==> src/rtl/regfile_wr_demux.sv <==
// regfile_wr_demux
//   Write side of the 32-entry register file. Writeback requests arrive over
//   a valid/ready handshake and are buffered in a small FIFO. Each buffered
//   request is issued as a registered one-hot write enable plus registered
//   data. Writes to the hard-wired zero register are accepted and dropped.
//
// Parameters:
//   DATA_WIDTH  width of a register value
//   DEPTH       write-buffer entries (power of two, >= 2)
//   ZERO_REG    hard-wired zero register index; writes to it never issue
//
// Ports:
//   clk       clock, all state on rising edge
//   reset     synchronous, active-high
//   in_valid  write request present
//   in_ready  buffer can accept this cycle (registered count < DEPTH)
//   in_addr   destination register
//   in_data   write value
//   rf_stall  register file cannot take a new write at the coming edge
//   we        registered one-hot write enable, at most one bit set
//   wr_data   registered write value, valid when we != 0
//   busy      buffer non-empty or we != 0
//
// Optional feature (macro REGWR_FWD_EN):
//   fwd_addr  lookup address
//   fwd_hit   a pending or currently issued write targets fwd_addr
//   fwd_data  youngest matching value (0 on miss)

module regfile_wr_demux #(
  parameter int unsigned DATA_WIDTH = 64,
  parameter int unsigned DEPTH      = 2,
  parameter int unsigned ZERO_REG   = 31
) (
  input  logic                  clk,
  input  logic                  reset,
  input  logic                  in_valid,
  output logic                  in_ready,
  input  logic [4:0]            in_addr,
  input  logic [DATA_WIDTH-1:0] in_data,
  input  logic                  rf_stall,
  output logic [31:0]           we,
  output logic [DATA_WIDTH-1:0] wr_data,
  output logic                  busy
`ifdef REGWR_FWD_EN
  ,
  input  logic [4:0]            fwd_addr,
  output logic                  fwd_hit,
  output logic [DATA_WIDTH-1:0] fwd_data
`endif
);

  localparam int unsigned PTR_W     = $clog2(DEPTH);
  localparam int unsigned CNT_W     = PTR_W + 1;
  localparam logic [4:0]  ZERO_ADDR = 5'(ZERO_REG);

  logic [CNT_W-1:0]      count_q, count_d;
  logic [PTR_W-1:0]      rd_ptr_q, rd_ptr_d;
  logic [PTR_W-1:0]      wr_ptr_q, wr_ptr_d;
  logic [31:0]           we_q, we_d;
  logic [DATA_WIDTH-1:0] wr_data_q, wr_data_d;

  logic [4:0]            addr_mem_q [DEPTH];
  logic [4:0]            addr_mem_d [DEPTH];
  logic [DATA_WIDTH-1:0] data_mem_q [DEPTH];
  logic [DATA_WIDTH-1:0] data_mem_d [DEPTH];

  logic                  fifo_nempty;
  logic                  accept;
  logic                  acc_nz;
  logic                  cand_valid;
  logic [4:0]            cand_addr;
  logic [DATA_WIDTH-1:0] cand_data;
  logic                  issue;
  logic                  push;
  logic                  pop;

  assign in_ready = (count_q < CNT_W'(DEPTH));
  assign we       = we_q;
  assign wr_data  = wr_data_q;
  assign busy     = (count_q != '0) | (we_q != '0);

  always_comb begin
    fifo_nempty = (count_q != '0);
    accept      = in_valid & in_ready;
    acc_nz      = accept & (in_addr != ZERO_ADDR);

    // FIFO head has priority; an accepted request only bypasses the buffer
    // when the buffer is empty and the register file is not stalled.
    cand_valid  = fifo_nempty | acc_nz;
    cand_addr   = fifo_nempty ? addr_mem_q[rd_ptr_q] : in_addr;
    cand_data   = fifo_nempty ? data_mem_q[rd_ptr_q] : in_data;
    issue       = ~rf_stall & cand_valid;
    pop         = issue & fifo_nempty;
    push        = acc_nz & ~(issue & ~fifo_nempty);

    we_d      = '0;
    wr_data_d = wr_data_q;
    if (issue) begin
      we_d[cand_addr] = 1'b1;
      wr_data_d       = cand_data;
    end

    count_d = count_q;
    if (push && !pop) begin
      count_d = count_q + CNT_W'(1);
    end else if (pop && !push) begin
      count_d = count_q - CNT_W'(1);
    end

    rd_ptr_d = pop  ? rd_ptr_q + PTR_W'(1) : rd_ptr_q;
    wr_ptr_d = push ? wr_ptr_q + PTR_W'(1) : wr_ptr_q;

    addr_mem_d = addr_mem_q;
    data_mem_d = data_mem_q;
    if (push) begin
      addr_mem_d[wr_ptr_q] = in_addr;
      data_mem_d[wr_ptr_q] = in_data;
    end
  end

  always_ff @(posedge clk) begin
    if (reset) begin
      count_q   <= '0;
      rd_ptr_q  <= '0;
      wr_ptr_q  <= '0;
      we_q      <= '0;
      wr_data_q <= '0;
    end else begin
      count_q   <= count_d;
      rd_ptr_q  <= rd_ptr_d;
      wr_ptr_q  <= wr_ptr_d;
      we_q      <= we_d;
      wr_data_q <= wr_data_d;
    end
  end

  // Buffer storage needs no reset: entries are only read when count says so.
  always_ff @(posedge clk) begin
    addr_mem_q <= addr_mem_d;
    data_mem_q <= data_mem_d;
  end

`ifdef REGWR_FWD_EN
  logic [PTR_W-1:0] fwd_idx;

  // Walk oldest to youngest so the last match (tail-most) wins; the write
  // currently on we/wr_data is older than anything still buffered.
  always_comb begin
    fwd_hit  = 1'b0;
    fwd_data = '0;
    fwd_idx  = '0;
    if (!reset && (fwd_addr != ZERO_ADDR)) begin
      if (we_q[fwd_addr]) begin
        fwd_hit  = 1'b1;
        fwd_data = wr_data_q;
      end
      for (int unsigned k = 0; k < DEPTH; k++) begin
        fwd_idx = rd_ptr_q + PTR_W'(k);
        if ((CNT_W'(k) < count_q) && (addr_mem_q[fwd_idx] == fwd_addr)) begin
          fwd_hit  = 1'b1;
          fwd_data = data_mem_q[fwd_idx];
        end
      end
    end
  end
`endif

endmodule

==> config.mk <==
export PLATFORM = sky130hd
export DESIGN_NAME = regfile_wr_demux
export DESIGN_NICKNAME = d
export VERILOG_FILES = /design/src/rtl/regfile_wr_demux.sv
export SDC_FILE = /design/constraint.sdc
export NUM_CORES = 1
export LEC_CHECK = 0
export ABC_AREA = 1
export BUFFER_PORTS_ARGS = -buffer_cell sky130_fd_sc_hd__buf_2
export CAP_MARGIN = 40
export CORE_ASPECT_RATIO = 0.6
export CORE_MARGIN = 3
export CORE_UTILIZATION = 45
export CTS_BUF_LIST = sky130_fd_sc_hd__clkbuf_4
export CTS_CLUSTER_DIAMETER = 120
export CTS_CLUSTER_SIZE = 28
export DETAILED_ROUTE_END_ITERATION = 6
export PLACE_DENSITY = 0.66
export SLEW_MARGIN = 0
export SYNTH_ARGS = -nofsm -noshare
export SYNTH_HDL_FRONTEND = slang
export SYNTH_SLANG_ARGS = --single-unit
==> constraint.sdc <==
create_clock -name clk -period 7 [get_ports clk]
set_input_delay 1.05 -clock clk [delete_from_list [all_inputs] [get_ports clk]]
set_output_delay 1.05 -clock clk [all_outputs]
set_load 0.02 [all_outputs]
==> metrics.txt, run 1 <==
run status=finished clean; share of the cycle needed by the critical path after routing=0.482; worst voltage drop across the vdd grid=225 uV; Overall Global Routing Usage=0.193; warnings from Yosys=0; critical path start-end classification=flip-flop to primary output; biggest area consumer among synthesized cells=sky130_fd_sc_hd__edfxtp_1; Final GP Congestion=0.775; average wire length per cell after detail routing=15.0 microns; boundary pin count=171; leakage power summed over all cells=0.00529 uW; number of flip-flops and latches in the synthesized netlist=238; synthesized area per cell=8.64 sq um; worst clock skew=0.0382 ns; required time of the critical path=5.95 ns; Post-CTS Setup Bufs=0; final global-route overflow total=0; worst slew margin relative to its limit=0.416; count of cell types in the netlist=23; slowest cell delay on critical path=0.69 ns; total nets after synthesis=1235; number of pins exceeding their max-slew limit in the final report=0; cell repeated most along the worst path=sky130_fd_sc_hd__nand2_1; number of hold-slack violations in the final timing report=0; type of origin of the critical path=flip-flop; largest cells by area after synthesis=sky130_fd_sc_hd__edfxtp_1 (41%), sky130_fd_sc_hd__dfxtp_1 (20%), sky130_fd_sc_hd__nand2_1 (18%), sky130_fd_sc_hd__nor2_1 (4.8%), sky130_fd_sc_hd__nand3_1 (3.5%); die span in x=199 microns; vertical die dimension=122 microns; post-detailed-routing wire length=23700 microns; Synth Cell Area=10000 sq um; sequential fraction of the synthesis area=0.613; number of optimization iterations in the first detailed-route pass=5; Antenna Cells=0; worst-margin pin slew=0.874 ns; clock period minus worst slack=3.37 ns; placed cells=1554; clock tree from TritonCTS=done; vias after detailed routing=7540; cts-stage hold buffer count=0; root buffer cell=sky130_fd_sc_hd__clkbuf_4; vias in the first global route=6795; worst r2r path cells=7; worst min path class=flip-flop to flip-flop; count of routing violations after the opening detailed-route iteration=554; pin count of the biggest net entering global routing=80; filler-free cell count of the finished design=1574; final total negative setup slack=0 ns; detailed-placement wirelength estimate=13900 microns; pre-CTS setup slack=3.59 ns; maximum buffer depth of the clock tree=3; dominant delay contributor by cell family on the critical path=buffers and inverters; fraction of synthesized cell area taken by the top area cell type=0.413; largest fanout on the critical path=70; area of the die=24200 sq um; share of the core filled with cells=0.518; standard-cell row count=41; Stages on worst setup path=6; Post-DRT Antenna Nets=0; Critical path buffers and inverters=2; core outline area=21400 sq um; first-pass GRT wire length=37300 microns; post-CTS resize count=0; nets@finish=1363; number of buffers added on ports=170; number of clock sinks=238; setup repair after global routing missed its margin=no; Crit path arrival time=2.32 ns; list of cells traversed by the critical path=nor2_4, buf_4, nand2_1, nor2_1, nand2_1, buf_2; H-tree levels=1; depth of the worst hold-timing path=4; Area Growth Syn to Fin=10.7%; reg-to-reg setup timing slack=4.05 ns; share of cells above drive strength 1=0.170; initial antenna violation count=3; routed vias/inst=4.79; clock latency on the worst-skew pair=0.65 ns; maximum achievable frequency=296 MHz; synthesized instance count=1161; count of max-cap constraint violations=0; master of the slowest instance on the critical path=sky130_fd_sc_hd__buf_4; Worst Setup Slack, final=3.63 ns; setup-violating endpoint count in the final report=0; kind of capture point of the worst setup path=primary output; clock slew at reported path FFs=0.27 ns; count of unresolved DRC violations after routing=0; pwr/cell area=395 nW/um^2; total clock buffers created by CTS=12; Initial Utilization=0.468; count of filler cells inserted in the layout=2066
==> cell usage after synthesis, drive strengths merged <==
cell type	instances
buf	63
nor2b	2
a21oi	68
inv	77
nor4	1
nand2	495
ha	1
nand3	76
dfxtp	100
o21ai	6
nor2	131
clkbuf	2
edfxtp	138
nand4	1
==> registers in the layout (all words and copies together), names as in the netlist <==
signal      flops
we             32
wr_data        64
wr_ptr_q        1
rd_ptr_q        1
addr_mem_q     10
count_q         2
data_mem_q    128
==> per-layer routing <==
metal,share of wire,global-route usage,up-vias
li1,-,-,3919
met1,0.50,0.298,3382
met2,0.43,0.287,207
met3,0.061,0.0370,26
met4,0.012,0.0311,6
met5,0.0014,0,-
==> metrics by stage <==
stage / power [uW] / hold WS [ns] / area, sq um
after floorplan: 3420 / 0.508 / 10000
after global placement: 3850 / 0.524 / 10900
after detailed placement: 3900 / 0.526 / 10900
after CTS: 4430 / 0.514 / 11100
after global routing: 4760 / 0.501 / 11100
final: 4380 / 0.554 / 11100
==> kinds of logic after synthesis <==
logic type | after synthesis | synth area share
AO/OA/AOI/OAI | 74 | 0.0377
AND/OR/NAND/NOR | 706 | 0.279
flip-flops | 238 | 0.613
adder cells (fa/ha/maj) | 1 | 0.00125
buffers and inverters | 142 | 0.0690
==> worst min-delay path, cell delays in order (launching register included) <==
cell and delay (ns):
sky130_fd_sc_hd__dfxtp_1 0.37, sky130_fd_sc_hd__inv_1 0.04, sky130_fd_sc_hd__nand3_1 0.06, sky130_fd_sc_hd__nand2_1 0.06
sky130_fd_sc_hd__nor2_1 0.03
==> final timing paths <==
check                     end         from
setup / recovery         busy   count_q[1]
hold / removal    wr_data[10]  wr_data[10]
setup reg to reg        we[5]   count_q[1]
hold reg to reg   wr_data[10]  wr_data[10]
==> cell type report <==
| class | count | area [sq um] | share of cell area |
|---|---|---|---|
| Inverter | 77 | 290 | 0.0262 |
| Sequential cell | 238 | 6150 | 0.554 |
| Clock inverter | 1 | 16.3 | 0.00147 |
| Tap cell | 279 | 349 | 0.0315 |
| Timing Repair Buffer | 179 | 931 | 0.0839 |
| Multi-Input combinational cell | 781 | 3220 | 0.290 |
| Clock buffer | 19 | 143 | 0.0129 |
==> cells in the final DEF (no fill, tap or decap), types with 8 or more instances in the layout <==
master	netlist	routed
sky130_fd_sc_hd__buf_2	25	170
sky130_fd_sc_hd__a21oi_1	68	68
sky130_fd_sc_hd__clkbuf_4	0	19
sky130_fd_sc_hd__inv_1	73	72
sky130_fd_sc_hd__dfxtp_1	100	99
sky130_fd_sc_hd__buf_4	22	8
sky130_fd_sc_hd__nand3_1	70	69
sky130_fd_sc_hd__edfxtp_1	138	138
sky130_fd_sc_hd__nand2_1	493	493
sky130_fd_sc_hd__nor2_1	128	127
==> power breakdown <==
part	internal, uW	switching (uW)	total, uW
registers	1780	115	1900
logic	584	1370	1950
clock network	129	405	533
(Power assumes the default switching activity.)
==> inputs of run 2 (changes only) <==
clock period = 3.2 ns   (was 7 ns; I/O delays follow)
==> run 2 against run 1 <==
  * Worst hold slack worse by 0.51 ns
  * Count of clock-buffer cells in the layout unchanged
  * Core utilization up 3.3 points
  * Flip-flop and latch count unchanged
  * Sequential share of layout area down 3.4 points
  * Clock skew up 0.0058 ns
  * Combinational power up 120%
  * Setup slack worse by 3.2 ns
  * Final cell count up 4.5%
==> metrics.txt, run 2 (same netlist as run 1, synthesis figures left out) <==
list of cells traversed by the critical path=nor2_4, buf_4, nand2_1, nor2_1, nand2_1, buf_2; slowest cell delay on critical path=0.43 ns; pwr/cell area=815 nW/um^2; Initial Utilization=0.468; Area Growth Syn to Fin=17.8%; leading cell types in the layout, fill and taps excluded=sky130_fd_sc_hd__nand2_1 (493), sky130_fd_sc_hd__buf_2 (170), sky130_fd_sc_hd__edfxtp_1 (138); required time of the critical path=2.72 ns; final global-route overflow total=0; end of the critical path=busy; initial antenna violation count=1; worst r2r path cells=8; largest fanout on the critical path=25; clock slew at reported path FFs=0.27 ns; worst clock skew=0.0441 ns; standard-cell row count=41; master of the slowest instance on the critical path=sky130_fd_sc_hd__dfxtp_1; Post-DRT Antenna Nets=0; clock latency on the worst-skew pair=0.66 ns; leakage power summed over all cells=0.00560 uW; cell repeated most along the worst path=sky130_fd_sc_hd__nand2_1; setup repair after global routing missed its margin=no; setup-violating endpoint count in the final report=0; launch instance of the worst register-to-register path=count_q[1]; max FFs per register=128; die span in x=199 microns; number of optimization iterations in the first detailed-route pass=5; worst voltage drop across the vdd grid=435 uV; pre-CTS setup slack=1.00 ns; total design power=9630 uW; worst-margin pin slew=0.807 ns; type of origin of the critical path=flip-flop; number of buffers added on ports=170; Post-CTS Setup Bufs=0; core outline area=21400 sq um; register ranked first by flip-flop count=data_mem_q; Crit path arrival time=2.25 ns; number of hold-slack violations in the final timing report=0; share of cells above drive strength 1=0.165; share of the cycle needed by the critical path after routing=0.854; switching share of power=0.427; Overall Global Routing Usage=0.192; area of all placed cells without fillers=11800 sq um; clock period minus worst slack=2.73 ns; worst min path class=input port to flip-flop; H-tree levels=1; pin count of the biggest net entering global routing=130; worst slew margin relative to its limit=0.462; clock tree from TritonCTS=done; critical path start-end classification=flip-flop to primary output; number of pins exceeding their max-slew limit in the final report=0; nets@finish=1433; Final GP Congestion=0.756; count of routing violations after the opening detailed-route iteration=646; reported net switching power=4110 uW; Sequential Power Share=0.429; maximum buffer depth of the clock tree=3; maximum achievable frequency=366 MHz; reg-to-reg setup timing slack=0.99 ns; number of clock sinks=238; clock network fraction of total power=0.121; root buffer cell=sky130_fd_sc_hd__clkbuf_4; first element of the critical path=count_q[1]; post-CTS resize count=0; endpoint of the worst-slack reg-to-reg timing path=we[15]; area of placed instances=11000 sq um; kind of capture point of the worst setup path=primary output; Pint=5520 uW; count of unresolved DRC violations after routing=0; vias in the first global route=6938; most common cell after layout, fill and taps aside=sky130_fd_sc_hd__nand2_1; vertical die dimension=122 microns; detailed-placement wirelength estimate=14400 microns; first-pass GRT wire length=37100 microns; logic gate share of total power=0.450; run status=finished clean; area of the die=24200 sq um; average wire length per cell after detail routing=14.4 microns; routed vias/inst=4.72; vias after detailed routing=7767; final total negative setup slack=0 ns; Worst Setup Slack, final=0.467 ns; total clock buffers created by CTS=12; boundary pin count=171; count of max-cap constraint violations=0; post-detailed-routing wire length=23700 microns
## run 2: cell count changes in the layout (fill, tap and decap cells not counted)
cell / before / now
sky130_fd_sc_hd__buf_12: 1 / 3
sky130_fd_sc_hd__buf_4: 8 / 11
sky130_fd_sc_hd__dlygate4sd3_1: 0 / 65
sky130_fd_sc_hd__diode_2: 0 / 1
## run 2: worst max-delay path, delay by kind of cell (launching register included)
family                 cells  cell delay (ns)
flip-flops                 1             0.43
buffers and inverters      2             0.55
AND/OR/NAND/NOR            4             0.62
## run 2: layer usage
layer / up-vias / part of all wire / track usage
li1: 4058 / - / -
met1: 3490 / 0.51 / 0.299
met2: 200 / 0.43 / 0.290
met3: 19 / 0.052 / 0.0265
met4: 0 / 0.013 / 0.0329
met5: - / 0 / 0
## run 2: worst min-delay path by stage
| stage | from | to | slack (ns) | cells after the start |
|---|---|---|---|---|
| 4_1_cts | in_addr[2] | addr_mem_q[7] | 0.003 | 1 |
| 3_5_place_dp | wr_data[28] | wr_data[28] | 0.53 | 4 |
| 5_1_grt | in_data[62] | data_mem_q[62] | 0.0006 | 1 |
| 2_1_floorplan | count_q[0] | count_q[0] | 0.51 | 2 |
| 6_report | in_data[62] | data_mem_q[126] | 0.05 | 1 |
| 3_3_place_gp | wr_data[14] | wr_data[14] | 0.52 | 4 |
## run 2: cell type report
class	count	area, sq um
fill	2006	9630
sequential	238	6150
multi-input combinational	781	3220
timing repair buffer	249	1640
tap	279	349
inverter	77	290
clock buffer	19	143
clock inverter	1	16.3
antenna	1	2.50
## run 2: what timing repair did
item,4_1_cts,5_1_grt
endpoints found under the setup margin,0,0
hold buffers,53,12
hold endpoints to repair,104,21
## run 2: power by group through the flow
stage               clock [uW]  sequential [uW]  combinational [uW]
floorplan                    0             4560                2900
global placement             0             4190                4260
detailed placement           0             4200                4300
CTS                       1220             4130                4360
global route              1330             4190                4950
finish                    1170             4130                4330
## run 2: stage by stage
step,util,cells,hold WS [ns]
after floorplan,-,1161,0.510
after global placement,0.513,1559,0.525
after detailed placement,0.513,1559,0.529
after CTS,0.545,1632,0.00268
after global routing,0.551,1645,0.000602
final,0.551,1645,0.0488
==> inputs of run 3 (changes only) <==
CORE_MARGIN = 10   (was 3)
==> run 3 against run 2 <==
  * Final cell count grew 0.55%
  * Clock power is essentially flat
  * Power up 0.34%
  * Sequential share of layout area decreased by 0.12 points
  * First-iteration DRC count decreased by 18%
  * Via count is 1.3% higher
  * Critical endpoint unchanged
==> metrics.txt, run 3 (same netlist as run 1, synthesis figures left out) <==
largest fanout on the critical path=70; share of the cycle needed by the critical path after routing=0.878; count of unresolved DRC violations after routing=0; vias in the first global route=7255; nets@finish=1435; count of routing violations after the opening detailed-route iteration=530; clock tree from TritonCTS=done; detailed-placement wirelength estimate=15100 microns; Post-CTS Setup Bufs=0; worst slew margin relative to its limit=0.413; most common cell after layout, fill and taps aside=sky130_fd_sc_hd__nand2_1; worst min path class=input port to flip-flop; setup-violating endpoint count in the final report=0; critical path start-end classification=flip-flop to primary output; run status=finished clean; post-CTS resize count=0; pre-CTS setup slack=0.944 ns; vertical die dimension=136 microns; maximum buffer depth of the clock tree=3; leading cell types in the layout, fill and taps excluded=sky130_fd_sc_hd__nand2_1 (493), sky130_fd_sc_hd__buf_2 (170), sky130_fd_sc_hd__edfxtp_1 (138); Initial Utilization=0.457; pin count of the biggest net entering global routing=98; placed cells=1567; required time of the critical path=2.72 ns; Worst Setup Slack, final=0.389 ns; first-pass GRT wire length=39400 microns; final global-route overflow total=0; met3 demand-to-capacity share in global routing=0.0300; number of hold-slack violations in the final timing report=0; pwr/cell area=816 nW/um^2; area of the die=28900 sq um; kind of capture point of the worst setup path=primary output; clock period minus worst slack=2.81 ns; vias after detailed routing=7871; max FFs per register=128; Post-DRT Antenna Nets=0; met2 Resource Use GR=0.265; leakage power summed over all cells=0.00561 uW; share of cells above drive strength 1=0.165; standard-cell row count=42; number of clock sinks=238; initial antenna violation count=1; Crit path arrival time=2.33 ns; type of origin of the critical path=flip-flop; number of pins exceeding their max-slew limit in the final report=0; post-detailed-routing wire length=24800 microns; worst-margin pin slew=0.880 ns; routed vias/inst=4.76; Overall Global Routing Usage=0.168; clock latency on the worst-skew pair=0.67 ns; maximum achievable frequency=356 MHz; clock slew at reported path FFs=0.27 ns; Area Growth Syn to Fin=18.0%; worst clock skew=0.0564 ns; boundary pin count=171; core outline area=22000 sq um; H-tree levels=1; most utilized layer in the global route result=met2; filler-free cell count of the finished design=1654; worst slack on hold paths=0.0651 ns; total clock buffers created by CTS=12; root buffer cell=sky130_fd_sc_hd__clkbuf_4; worst voltage drop across the vdd grid=602 uV; setup repair after global routing missed its margin=no; Final GP Congestion=0.762; count of filler cells inserted in the layout=2043; die span in x=213 microns; count of max-cap constraint violations=0; average wire length per cell after detail routing=15.0 microns; number of buffers added on ports=170; final total negative setup slack=0 ns; register ranked first by flip-flop count=data_mem_q; number of optimization iterations in the first detailed-route pass=5; global routing usage on met1=0.239
[run 3: final cells by class]
class                   count  area [sq um]  area share
diodes                      1          2.50    0.000211
clock buffers              19           143      0.0120
clock inverters             1          16.3     0.00137
inverters                  77           290      0.0245
multi-input cells         781          3220       0.272
flip-flops and latches    238          6150       0.519
well taps                 286           358      0.0302
repair buffers            251          1660       0.140
[run 3: final timing paths]
| check | slack (ns) | to | cells past startpoint | start |
|---|---|---|---|---|
| min | 0.07 | addr_mem_q[9] | 1 | in_addr[4] |
| max reg2reg | 0.94 | count_q[1] | 8 | count_q[1] |
| min reg2reg | 0.55 | wr_data[47] | 4 | wr_data[47] |
| max | 0.39 | busy | 6 | count_q[1] |
[run 3: per-layer routing]
layer	part of all wire	wire length, microns
met1	0.49	12200
met2	0.44	11000
met3	0.048	1180
met4	0.013	325
met5	0	0
[run 3: what timing repair did]
| action | 4_1_cts | 5_1_grt |
|---|---|---|
| hold endpoints to repair | 109 | 21 |
| hold buffers | 55 | 11 |
| endpoints found under the setup margin | 0 | 0 |
[run 3: through the flow]
stage          utilization  instance area [sq um]  power (uW)
2_1_floorplan            -                  10000        7460
3_3_place_gp         0.502                  11000        8500
3_5_place_dp         0.502                  11000        8560
4_1_cts              0.534                  11700        9770
5_1_grt              0.539                  11800       10500
6_report             0.539                  11800        9660
[run 3: report_power, final]
group	switching, uW	internal (uW)	total [uW]
sequential	246	3890	4140
combinational	3010	1350	4360
clock	886	282	1170
total	4140	5520	9660
[run 3: worst max-delay path, stage by stage (launching register included)]
cell                      delay (ns)
sky130_fd_sc_hd__dfxtp_1        0.42
sky130_fd_sc_hd__nor2_4         0.12
sky130_fd_sc_hd__buf_4          0.69
sky130_fd_sc_hd__nand2_1        0.11
sky130_fd_sc_hd__nor2_1         0.12
sky130_fd_sc_hd__nand2_1        0.05
sky130_fd_sc_hd__buf_2          0.16
